[src/rtl/onehot_decode_unit.sv]
// Position-code to one-hot mask decoder with valid/ready handshakes, a small
// output FIFO, and debug counters for decoded and invalid codes.
module onehot_decode_unit #(
    parameter int DEPTH = 2,
    parameter int CNT_W = 16
) (
    input  logic             clk,
    input  logic             rst,
    input  logic             in_valid,
    output logic             in_ready,
    input  logic [5:0]       in_code,
    output logic             out_valid,
    input  logic             out_ready,
    output logic [31:0]      out_mask,
    output logic             out_zero,
    output logic             out_err,
    output logic [CNT_W-1:0] dec_cnt,
    output logic [CNT_W-1:0] err_cnt
);
    localparam int PW = (DEPTH > 1) ? $clog2(DEPTH) : 1;
    localparam int OW = PW + 1;
    localparam logic [OW-1:0] DEPTH_O = OW'(DEPTH);

    typedef struct packed {
        logic [31:0] mask;
        logic        zero;
        logic        err;
    } entry_t;

    entry_t          mem_q [DEPTH];
    entry_t          mem_d [DEPTH];
    logic [PW-1:0]   wr_ptr_q, wr_ptr_d;
    logic [PW-1:0]   rd_ptr_q, rd_ptr_d;
    logic [OW-1:0]   occ_q, occ_d;
    logic [CNT_W-1:0] dec_cnt_q, dec_cnt_d;
    logic [CNT_W-1:0] err_cnt_q, err_cnt_d;

    entry_t dec_ent;
    entry_t head;
    logic   push, pop;

    always_comb begin
        dec_ent = '0;
        if (in_code >= 6'd1 && in_code <= 6'd32) begin
            dec_ent.mask = 32'd1 << (in_code - 6'd1);
        end else if (in_code == 6'd33) begin
            dec_ent.zero = 1'b1;
        end else begin
            dec_ent.err = 1'b1;
        end
    end

    // in_ready depends only on registered occupancy, never on out_ready
    assign in_ready  = !rst && (occ_q < DEPTH_O);
    assign out_valid = (occ_q != '0);
    assign push      = in_valid && in_ready;
    assign pop       = out_valid && out_ready;

    assign head      = mem_q[rd_ptr_q];
    assign out_mask  = out_valid ? head.mask : '0;
    assign out_zero  = out_valid ? head.zero : 1'b0;
    assign out_err   = out_valid ? head.err  : 1'b0;
    assign dec_cnt   = dec_cnt_q;
    assign err_cnt   = err_cnt_q;

    always_comb begin
        mem_d     = mem_q;
        wr_ptr_d  = wr_ptr_q;
        rd_ptr_d  = rd_ptr_q;
        occ_d     = occ_q;
        dec_cnt_d = dec_cnt_q;
        err_cnt_d = err_cnt_q;
        if (push) begin
            mem_d[wr_ptr_q] = dec_ent;
            wr_ptr_d        = wr_ptr_q + PW'(1);
            dec_cnt_d       = dec_cnt_q + CNT_W'(1);
            if (dec_ent.err && err_cnt_q != '1) begin
                err_cnt_d = err_cnt_q + CNT_W'(1);
            end
        end
        if (pop) begin
            rd_ptr_d = rd_ptr_q + PW'(1);
        end
        // simultaneous push and pop leaves occupancy unchanged
        case ({push, pop})
            2'b10:   occ_d = occ_q + OW'(1);
            2'b01:   occ_d = occ_q - OW'(1);
            default: occ_d = occ_q;
        endcase
    end

    always_ff @(posedge clk or posedge rst) begin
        if (rst) begin
            for (int i = 0; i < DEPTH; i++) begin
                mem_q[i] <= '0;
            end
            wr_ptr_q  <= '0;
            rd_ptr_q  <= '0;
            occ_q     <= '0;
            dec_cnt_q <= '0;
            err_cnt_q <= '0;
        end else begin
            mem_q     <= mem_d;
            wr_ptr_q  <= wr_ptr_d;
            rd_ptr_q  <= rd_ptr_d;
            occ_q     <= occ_d;
            dec_cnt_q <= dec_cnt_d;
            err_cnt_q <= err_cnt_d;
        end
    end

endmodule

[config.mk]
export PLATFORM = sky130hd
export DESIGN_NAME = onehot_decode_unit
export DESIGN_NICKNAME = d
export VERILOG_FILES = /design/src/rtl/onehot_decode_unit.sv
export SDC_FILE = /design/constraint.sdc
export NUM_CORES = 1
export LEC_CHECK = 0
export ABC_AREA = 1
export BUFFER_PORTS_ARGS = -buffer_cell sky130_fd_sc_hd__buf_2
export CAP_MARGIN = 20
export CORE_ASPECT_RATIO = 0.5
export CORE_MARGIN = 10
export CORE_UTILIZATION = 57
export CTS_CLUSTER_SIZE = 20
export DETAILED_ROUTE_END_ITERATION = 7
export GPL_TIMING_DRIVEN = 0
export PLACE_DENSITY = 0.81
export REMOVE_ABC_BUFFERS = 1
export SLEW_MARGIN = 5
export SYNTH_ARGS = -nofsm -noshare
export SYNTH_HDL_FRONTEND = slang
export SYNTH_SLANG_ARGS = --single-unit
[constraint.sdc]
create_clock -name clk -period 3.54 [get_ports clk]
set_input_delay 0 -clock clk [delete_from_list [all_inputs] [get_ports clk]]
set_output_delay 0 -clock clk [all_outputs]
set_load 0.005 [all_outputs]
==> flow_summary.ini <==
[outcome]
status = complete, no violations

[yosys]
syn_area_per_cell_um2 = 7.809
synth_top_area_share_pct = 48.09
yosysMostFrequentCell = nand2_1
yosysWarnings = 0
synth.yosys.seq_area_share_pct = 48.09
synth_ff_type = dfrtp_1
synth.distinct_cells = 31
postSynthCellCount = 693
synthesis.area_um2 = 5411
synthTopCellsByCount = 250 x nand2_1, 104 x dfrtp_1, 54 x nand3_1, 43 x nor2_1, 40 x inv_1
synth_seq_cells = 104
netlist.top_cell.by_area = dfrtp_1
async_flop_share_pct = 100.0
synth_area_leaders = dfrtp_1 48%, nand2_1 17%, nand3_1 5.0%
synth_edf_count = 0

[placed_design]
place_hpwl_um = 8361
postPlaceCellArea_um2 = 5806
gp_congestion = 0.8350
place_inst = 859
portBuffers = 77

[finish]
final_cell_area_um2 = 6111
fin_nets = 767
insertedDiodeCount = 0
final_core_util_pct = 65.34
area_growth_pct = 12.92
nFillCells = 813
final_cells = 878
drive_above_1_share_pct = 15.85

[grt]
track_usage_pct = 19.00
overflow = 0
grt_pass1_wl_um = 21660
grt.busiest_layer = met2
grt_use_met1_pct = 24.01
grtUsageMet3_pct = 4.995
met2_usage_pct = 32.09
grt_max_degree = 61
antenna_found_initial = 0
first_global_vias = 4559

[drt]
vias_per_cell = 5.386
num_vias = 4729
wl_per_cell_um = 14.55
routed_wl_um = 12780
post-route-drc-count = 0
first_iter_violations = 382
antenna_left = 0
first_pass_iters = 5

[floorplan]
die_x_um = 157.8
ios = 78
fp.dieH_um = 88.90
core_um2 = 9353
num_rows = 25
floorplan.die_area_um2 = 14030
start_util_pct = 57.86

[power]
p_leak_nw = 3.021
power_density_nw_per_um2 = 524.0
p_total_w = 0.003202
vdd_drop_max_v = 0.0003711

[timing]
rsz0062_at_grt = false
setup_viol = 0
finClkSkew_ns = 0.01030
period_needed_ns = 2.517
finalCritPeriodShare_pct = 71.10
drv_slew = 0
slew_headroom_pct = 36.81
fmax_mhz = 397.3
finalHoldViolations = 0
tightest_slew_ns = 0.9465
worst_hold_slack_ns = 0.00001851

[clock_tree]
clk_pin_slew_ns = 0.07
cts_root_buffer = clkbuf_16
insertion_delay_ns = 0.35
cts_tree = built
cts_resized = 0
cts.sinks = 104
cts-buffers-inserted = 9
clk_path_buf_depth = 2
ctsHtreeMaxLevel = 3

[critical_path]
crit_path_end_kind = flip-flop
critical_path_class = flip-flop to flip-flop
critPathRequiredTime_ns = 3.73
critPathMaxFanout = 59
crit_arrival_ns = 2.70
critPathLaunchType = flip-flop
reg2reg_slack_ns = 1.02

[run]
drv_cap = 0

[hold_path]
min_path_type = input pin to flip-flop
power by group:
group | switching [W] | internal (W) | leakage [nW]
sequential | 0.000165 | 0.00132 | 1.43
clock | 0.000438 | 0.000473 | 0.132
combinational | 0.000536 | 0.000269 | 1.46
layout make-up:
type                       instances  area [µm²]  area share, %
sequential                       104        2603          42.59
multi-input combinational        510        2452          40.13
timing repair buffer              82       467.9          7.658
clock buffer                      10       229.0          3.747
inverter                          45       171.4          2.805
tap                              121       151.4          2.477
clock inverter                     6       36.28         0.5938
state kept, by name, summed over array words and instances (netlist names):
signal and flops:
dec_cnt 16, err_cnt 16, mem_q 68, occ_q 2, rd_ptr_q 1, wr_ptr_q 1
routing by layer:
metal | share of wire [%] | vias up
li1 | - | 2345
met1 | 45 | 2260
met2 | 48 | 109
met3 | 5.8 | 15
met4 | 1.1 | 0
met5 | 0 | -
through the flow:
step,setup TNS [ns],setup WS (ns)
after floorplan,0,0.8078
after CTS,0,0.4690
after global routing,0,0.8310
after global placement,-42.61,-0.4182
final,0,1.023
after detailed placement,0,0.8622
cell families (layout without fill, tap and decap cells):
| logic type | Yosys count | in the layout | share of synthesized area (%) |
|---|---|---|---|
| AND/OR/NAND/NOR | 383 | 383 | 30.89 |
| buffers and inverters | 79 | 143 | 6.728 |
| adder cells (fa/ha/maj) | 5 | 5 | 1.156 |
| XOR/XNOR | 26 | 26 | 4.208 |
| AO/OA/AOI/OAI | 96 | 96 | 8.925 |
| flip-flops | 104 | 104 | 48.09 |
cells in the final DEF, fill, tap and decap left out, types with 2 or more instances in the layout:
cell / netlist / final
nand2_1: 250 / 250
dfrtp_1: 104 / 104
buf_2: 3 / 77
nand3_1: 54 / 54
nor2_1: 43 / 42
inv_1: 40 / 38
a21oi_1: 35 / 35
o21ai_1: 33 / 33
o21ai_0: 27 / 27
nand4_1: 17 / 17
xnor2_1: 15 / 15
xor2_1: 11 / 11
clkbuf_16: 0 / 9
nor2_4: 4 / 5
inv_2: 4 / 5
ha_1: 5 / 5
nand2_2: 4 / 4
clkinv_2: 0 / 4
nand3_2: 2 / 2
nor2_2: 2 / 2
dlygate4sd3_1: 0 / 2
path summary, 6_finish.rpt:
check	from	end	cells after the start
max	occ_q[1]$_DFFE_PP0P_	mem_q[60]$_DFFE_PP0P_	6
min	out_ready	rd_ptr_q$_DFFE_PP0P_	4
max reg2reg	occ_q[1]$_DFFE_PP0P_	mem_q[60]$_DFFE_PP0P_	6
min reg2reg	dec_cnt[15]$_DFFE_PP0P_	dec_cnt[15]$_DFFE_PP0P_	1
max in group asynchronous	rst	mem_q[45]$_DFFE_PP0P_	4
min in group asynchronous	rst	occ_q[1]$_DFFE_PP0P_	3
repair_timing:
action / in CTS / in global routing
hold buffers: 2 / 0
setup buffers: 0 / 0
hold endpoints to repair: 54 / 0
worst max-delay path, cell delays in order (launching register included):
cell	delay (ns)
dfrtp_1	0.45
nor2_4	0.14
nand2_2	0.24
nor2_1	0.62
inv_2	0.57
nand2_1	0.20
o21ai_0	0.11
(Power assumes the default switching activity.)
